<file path="src/rtl/cp0_pkg.sv">
// CP0 shared definitions: register numbers, exception codes,
// PRId value and SR/Cause field positions.
package cp0_pkg;

    localparam logic [4:0] REG_SR    = 5'd12;
    localparam logic [4:0] REG_CAUSE = 5'd13;
    localparam logic [4:0] REG_EPC   = 5'd14;
    localparam logic [4:0] REG_PRID  = 5'd15;

    typedef enum logic [4:0] {
        EXC_INT  = 5'd0,
        EXC_ADEL = 5'd4,
        EXC_ADES = 5'd5,
        EXC_RI   = 5'd10,
        EXC_OV   = 5'd12
    } exc_code_e;

    localparam logic [31:0] PRID_VAL = 32'h0000_0714;

    localparam int SR_IE       = 0;
    localparam int SR_EXL      = 1;
    localparam int SR_IM_LO    = 10;
    localparam int SR_IM_HI    = 15;
    localparam int CAUSE_EXC_LO = 2;
    localparam int CAUSE_IP_LO = 10;
    localparam int CAUSE_BD    = 31;

endpackage

</file>
<file path="src/rtl/cp0_req_arb.sv">
// CP0 request arbiter: decides whether an interrupt or exception
// is taken this cycle and which ExcCode gets recorded.
module cp0_req_arb
    import cp0_pkg::*;
(
    input  logic [5:0] hw_int,
    input  logic [5:0] im,
    input  logic       ie,
    input  logic       exl,
    input  logic [4:0] exc_code,
    output logic       int_pend,
    output logic       exc_pend,
    output logic       int_req,
    output logic [4:0] sel_code
);

    // interrupts win over synchronous exceptions; EXL blocks both
    always_comb begin
        int_pend = (|(hw_int & im)) & ie & ~exl;
        exc_pend = (exc_code != EXC_INT) & ~exl;
        int_req  = int_pend | exc_pend;
        sel_code = int_pend ? EXC_INT : exc_code;
    end

endmodule

</file>
<file path="src/rtl/cp0.sv">
// CP0 coprocessor: SR, Cause, EPC, PRId with exception entry.
// Define CP0_BD_EN to enable branch-delay capture and EPC-4.
module cp0
    import cp0_pkg::*;
(
    input  logic        clk,
    input  logic        reset,
    input  logic [4:0]  A1,
    input  logic [4:0]  A2,
    input  logic [31:0] DIn,
    input  logic        we,
    input  logic [31:0] PC,
    input  logic        bd,
    input  logic [6:2]  ExcCode,
    input  logic [7:2]  HWInt,
    input  logic        EXLClr,
    output logic        IntReq,
    output logic [31:0] EPC,
    output logic [31:0] DOut
);

    logic [5:0]  im;
    logic        exl;
    logic        ie;
    logic        bd_r;
    logic [5:0]  ip;
    logic [4:0]  exc_r;
    logic [31:0] epc_r;

    logic        int_pend;
    logic        exc_pend;
    logic [4:0]  sel_code;
    logic [31:0] pc_al;
    logic [31:0] epc_nxt;
    logic        bd_nxt;
    logic [31:0] sr_val;
    logic [31:0] cause_val;

    cp0_req_arb u_arb (
        .hw_int   (HWInt),
        .im       (im),
        .ie       (ie),
        .exl      (exl),
        .exc_code (ExcCode),
        .int_pend (int_pend),
        .exc_pend (exc_pend),
        .int_req  (IntReq),
        .sel_code (sel_code)
    );

    assign pc_al = {PC[31:2], 2'b00};

`ifdef CP0_BD_EN
    logic [1:0] unused_pc;
    assign unused_pc = PC[1:0];

    // delay-slot faults restart at the branch itself
    always_comb begin
        bd_nxt  = bd;
        epc_nxt = bd ? pc_al - 32'd4 : pc_al;
    end
`else
    logic [2:0] unused_in;
    assign unused_in = {PC[1:0], bd};

    // without delay-slot tracking the faulting PC is saved as-is
    always_comb begin
        bd_nxt  = 1'b0;
        epc_nxt = pc_al;
    end
`endif

    // register update: reset, then exception entry, then mtc0/eret
    always_ff @(posedge clk) begin
        if (reset) begin
            im    <= '0;
            exl   <= 1'b0;
            ie    <= 1'b0;
            bd_r  <= 1'b0;
            ip    <= '0;
            exc_r <= '0;
            epc_r <= '0;
        end else begin
            ip <= HWInt;
            if (IntReq) begin
                exl   <= 1'b1;
                bd_r  <= bd_nxt;
                exc_r <= sel_code;
                epc_r <= epc_nxt;
            end else begin
                if (we && A2 == REG_SR) begin
                    im  <= DIn[SR_IM_HI:SR_IM_LO];
                    exl <= DIn[SR_EXL];
                    ie  <= DIn[SR_IE];
                end
                if (we && A2 == REG_EPC) begin
                    epc_r <= {DIn[31:2], 2'b00};
                end
                if (EXLClr) begin
                    exl <= 1'b0;
                end
            end
        end
    end

    assign sr_val    = {16'b0, im, 8'b0, exl, ie};
    assign cause_val = {bd_r, 15'b0, ip, 3'b0, exc_r, 2'b00};
    assign EPC       = epc_r;

    // mfc0 read mux; unmapped numbers read zero
    always_comb begin
        DOut = '0;
        case (A1)
            REG_SR:    DOut = sr_val;
            REG_CAUSE: DOut = cause_val;
            REG_EPC:   DOut = epc_r;
            REG_PRID:  DOut = PRID_VAL;
            default:   DOut = '0;
        endcase
    end

endmodule

</file>
<file path="config.mk">
export PLATFORM = sky130hd
export DESIGN_NAME = cp0
export DESIGN_NICKNAME = d
export VERILOG_FILES = /design/src/rtl/cp0_pkg.sv /design/src/rtl/cp0_req_arb.sv /design/src/rtl/cp0.sv
export SDC_FILE = /design/constraint.sdc
export NUM_CORES = 1
export LEC_CHECK = 0
export ABC_AREA = 1
export CORE_AREA = 2 2 66 115
export DETAILED_ROUTE_END_ITERATION = 8
export DIE_AREA = 0 0 68 117
export PLACE_DENSITY = 0.84
export SLEW_MARGIN = 20
export SYNTH_ARGS = -nofsm -noshare
export SYNTH_HDL_FRONTEND = slang
export SYNTH_SLANG_ARGS = --single-unit
</file>
<file path="constraint.sdc">
create_clock -name clk -period 1.95 [get_ports clk]
set_input_delay 0.39 -clock clk [delete_from_list [all_inputs] [get_ports clk]]
set_output_delay 0.39 -clock clk [all_outputs]
set_load 0.05 [all_outputs]
</file>
Yosys cells after proc, flatten, opt, wreduce, memory -nomap -nowiden
Index checks and enable logic that the tools add are counted.

Register bits: 49. Input port bits: 90. Output and inout bits: 65. Word-level logic and storage cells: 33.

Eq/ne operators: 6. Muxes and demuxes: 7. Bitwise logic cells: 7. Reductions and logical operators: 7.

Operators by type and width (number): $pmux 32 s4 (1); $mux 32 (2); $eq 5x4->1 const B (6); $and 6x6->6 (1); $reduce_or 6->1 (1); $mux 5 (1); $reduce_bool 5->1 (1); $and 1x1->1 (3); $mux 1 (3); $reduce_bool 3->1 (1); $logic_and 1x1->1 (2); $not 1->1 (2); $reduce_and 2->1 (1); $reduce_bool 2->1 (1); $or 1x1->1 (1).

Depth between registers and ports, before layout
Depth after elaboration: 7. Depth in mapped cells: 10.

Cells and area by module
A second synthesis with hierarchy kept.

Cell total of the unflattened synthesis: 453. Area total of the unflattened synthesis: 2996.6 µm².

Modules (own cells, without submodules): cp0 (times used 1, cells an instance 421, area an instance 2860.2 µm², seq. area each 980.9 µm²); cp0_req_arb (times used 1, cells an instance 32, area an instance 136.4 µm², seq. area each 0.0 µm²).

Worst setup path before layout
No wires, ideal clock.

Kind: input to output. Start point: in A1[3]. End point: out DOut[16]. Arrival: 1.593 ns. Required time: 1.560 ns. Slack: -0.033 ns. Cell stages on the path: 5. Path buffers: 1. Cell sequence: nand2_1 -> nor2_1 -> nand2_1 -> clkbuf_1 -> nor2_1.

Longest elaborated chain between the ends: 2. Elaborated cells between the ends (all ways): 5. Classes of those cells: eq/ne (4); mux (1).

Ends and longest elaborated chain: start: declaration (line cp0.sv:8) `input logic [4:0] A1,`; $eq 5x4->1 (line cp0.sv:113) `case (A1)`; $pmux 32 s4 (*) (line cp0.sv:113); end: declaration (line cp0.sv:19) `output logic [31:0] DOut`.

Mark *: on every way between the ends. The rest lies on a longest branch, timed or not.

Worst setup path after layout
Start point: in A1[1]. End point: out DOut[26].

Same word-level chain as after synthesis.

==> results.ini <==
[finish]
antennaDiodeCount = 0
multi_input_area_um2 = 1531
fin_cells = 711
fill_cells = 540
nets = 715
seqCellArea_um2 = 980.9
drive_gt1_share_pct = 15.04
fin_util_pct = 72.07
syn2layout_area_growth_pct = 74.50

[sta]
finalCritPeriodShare_pct = 98.77
worst_pin_slew_ns = 0.5188
setup-tns-final_ns = 0
finalCriticalPeriod_ns = 1.926
slew_headroom_pct = 65.30
setup_viol = 0
slew_viol_final = 0
fin_skew_ns = 0.003340
fmax_mhz = 519.2
finalWorstSetupSlack_ns = 0.02396
final-hold-violation-count = 0

[cts]
clock_latency_ns = 0.28
clock_sinks = 49
cts_max_path_buffers = 2
cts_tree = built
ctsHoldBuffers = 0
cts_root_buffer = clkbuf_16
cts.clk_slew.worst_paths_ns = 0.06
cts_buffers = 5
cts_max_level = 2

[synth]
synth_ff_type = dfxtp_1
ys_seq_area_share_pct = 33.55
netlist_instances = 476
syn_area_per_cell_um2 = 6.143
syn_area_um2 = 2924
ys.warnings.count = 0
synthTopCellsByArea = dfxtp_1 34%, nand2_1 16%, nand3_1 11%
synth_edf_count = 0
async_reset_ff_share_pct = 0
synth.distinct_cells = 20
synth_top_area_share_pct = 33.55
synth.most_common_cell = nand2_1
synth_area_leader_cell = dfxtp_1
synth_seq_cells = 49
yosys-top-cells-count = 126 x nand2_1, 73 x inv_1, 62 x nand3_1

[setup_path]
critPathKind = input pin to output port
cp.required_ns = 1.56
cp_data_arrival_time_ns = 1.54
end_kind = output port
cp_max_fo = 17
worstSetupStartpointType = input pin

[floorplanning]
pin_count = 155
die_x_um = 68
initial_core_util_pct = 41.30
dieArea_um2 = 7956
fp.dieH_um = 117
fp-row-count = 41
core_um2 = 7079

[place]
dp_cells = 700
numPortBuffers = 149
place_congestion = 0.8925
pre_cts_slack_ns = -0.2203
dpl.hpwl_um = 7775

[drt]
drc = 0
drt_iter0_markers = 251
routedWlPerCell_um = 14.42
routed_wl_um = 10260
firstDrtPassIters = 5
ant_nets = 0
dr_total_vias = 3681
viasPerCell = 5.177

[global_routing]
grt_max_degree = 38
antenna_found_initial = 0
grtUsageTotal_pct = 25.46
grt_pass1_wl_um = 15500
grt_overflow_total = 0
grt_pass1_vias = 3436

[power_and_ir_drop]
vdd_ir_drop_max_v = 0.0003877
p_per_area_nw_per_um2 = 601.9
power_mw = 3.071
swShare_pct = 31.85
p_seq_share_pct = 37.3
intPower_mw = 2.093
p_comb_share_pct = 31.8
pwr-share-clk_pct = 30.9
p_leak_nw = 2.360
switchingPower_mw = 0.9782

[status]
status = finished, final reports clean

[run]
maxCapViolCount = 0

[hold_path]
hp-class = input pin to register

-- power groups by stage --
stage          Sequential [mW]  Clock [mW]  Combinational (mW)
2_1_floorplan             1.37           0               0.333
4_1_cts                   1.14       0.955               0.964
3_5_place_dp              1.16           0               0.957
5_1_grt                   1.15       0.989                1.04
6_report                  1.15       0.949               0.977
3_3_place_gp              1.16           0               0.935
-- sequential cells by signal, summed over array words and instances (netlist names) --
register,cells
im,6
ip,6
ie,1
exl,1
exc_r,5
EPC,30
-- worst max-delay path: stages --
cell	delay [ns]
dlygate4sd2_1	0.26
inv_1	0.07
nor2_2	0.14
nand2_2	0.08
buf_4	0.21
nor2_1	0.21
buf_12	0.17
-- path summary, 6_finish.rpt --
| check | depth (start not counted) | to | slack [ns] | start |
|---|---|---|---|---|
| max | 7 | DOut[26] | 0.02 | A1[1] |
| min | 3 | ip[3]$_SDFF_PP0_ | 0.38 | HWInt[5] |
| max reg2reg | 10 | EPC[14]$_SDFFE_PP0P_ | 0.42 | im[3]$_SDFFE_PP0P_ |
| min reg2reg | 2 | exc_r[4]$_SDFFE_PP0N_ | 0.48 | exc_r[4]$_SDFFE_PP0N_ |
-- cell usage in the layout (no fill, tap or decap) --
| master | instances |
|---|---|
| nand2_1 | 121 |
| clkdlybuf4s50_1 | 106 |
| inv_1 | 71 |
| nand3_1 | 62 |
| dfxtp_1 | 49 |
| nor2_1 | 40 |
| a21oi_1 | 36 |
| buf_12 | 34 |
| nand4_1 | 30 |
| buf_4 | 27 |
| nor2_2 | 6 |
| clkbuf_16 | 6 |
| nand2_2 | 5 |
| o211ai_1 | 5 |
| dlygate4sd2_1 | 4 |
| nand2_4 | 3 |
| a22o_1 | 3 |
| nor2_4 | 2 |
| inv_2 | 2 |
| nor3_2 | 2 |
| conb_1 | 2 |
| o2111ai_2 | 1 |
| nand3_2 | 1 |
| nand3b_1 | 1 |
| bufinv_16 | 1 |
| clkinv_2 | 1 |
| clkbuf_2 | 1 |
| dlymetal6s2s_1 | 1 |
| buf_8 | 1 |
| buf_6 | 1 |
-- cell families (layout without fill, tap and decap cells) --
group / after synthesis / count (layout) / share of synthesized area (%)
AO/OA/AOI/OAI: 45 / 45 / 8.644
flip-flops: 49 / 49 / 33.55
AND/OR/NAND/NOR: 273 / 273 / 41.46
buffers and inverters: 108 / 256 / 16.22
other: 1 / 2 / 0.1282
-- through the flow --
step / hold WS [ns] / cell area, µm²
4_1_cts: 0.4701 / 5051
6_report: 0.3817 / 5102
3_3_place_gp: 0.4533 / 4847
2_1_floorplan: 0.4392 / 2928
3_5_place_dp: 0.4583 / 4847
5_1_grt: 0.3937 / 5102
-- cell type report --
class	count	area share [%]
Clock buffer	5	2.452
Clock inverter	2	0.6866
Tap cell	86	2.109
Inverter	73	5.370
Sequential cell	49	19.23
Multi-Input combinational cell	320	30.01
Timing Repair Buffer	176	40.14
-- routing by layer --
metal	part of all wire [%]	track usage [%]	up-vias
met3	5.6	3.920	34
met2	55	47.90	172
met5	0	0	-
li1	-	-	1805
met1	35	26.00	1670
met4	3.9	12.93	0
-- timing repair --
action,in CTS,in global routing
setup endpoints to repair,33,26
setup buffers,2,2
pin swaps,7,7
resized for setup,16,16
Power figures use the tool's default switching activity.
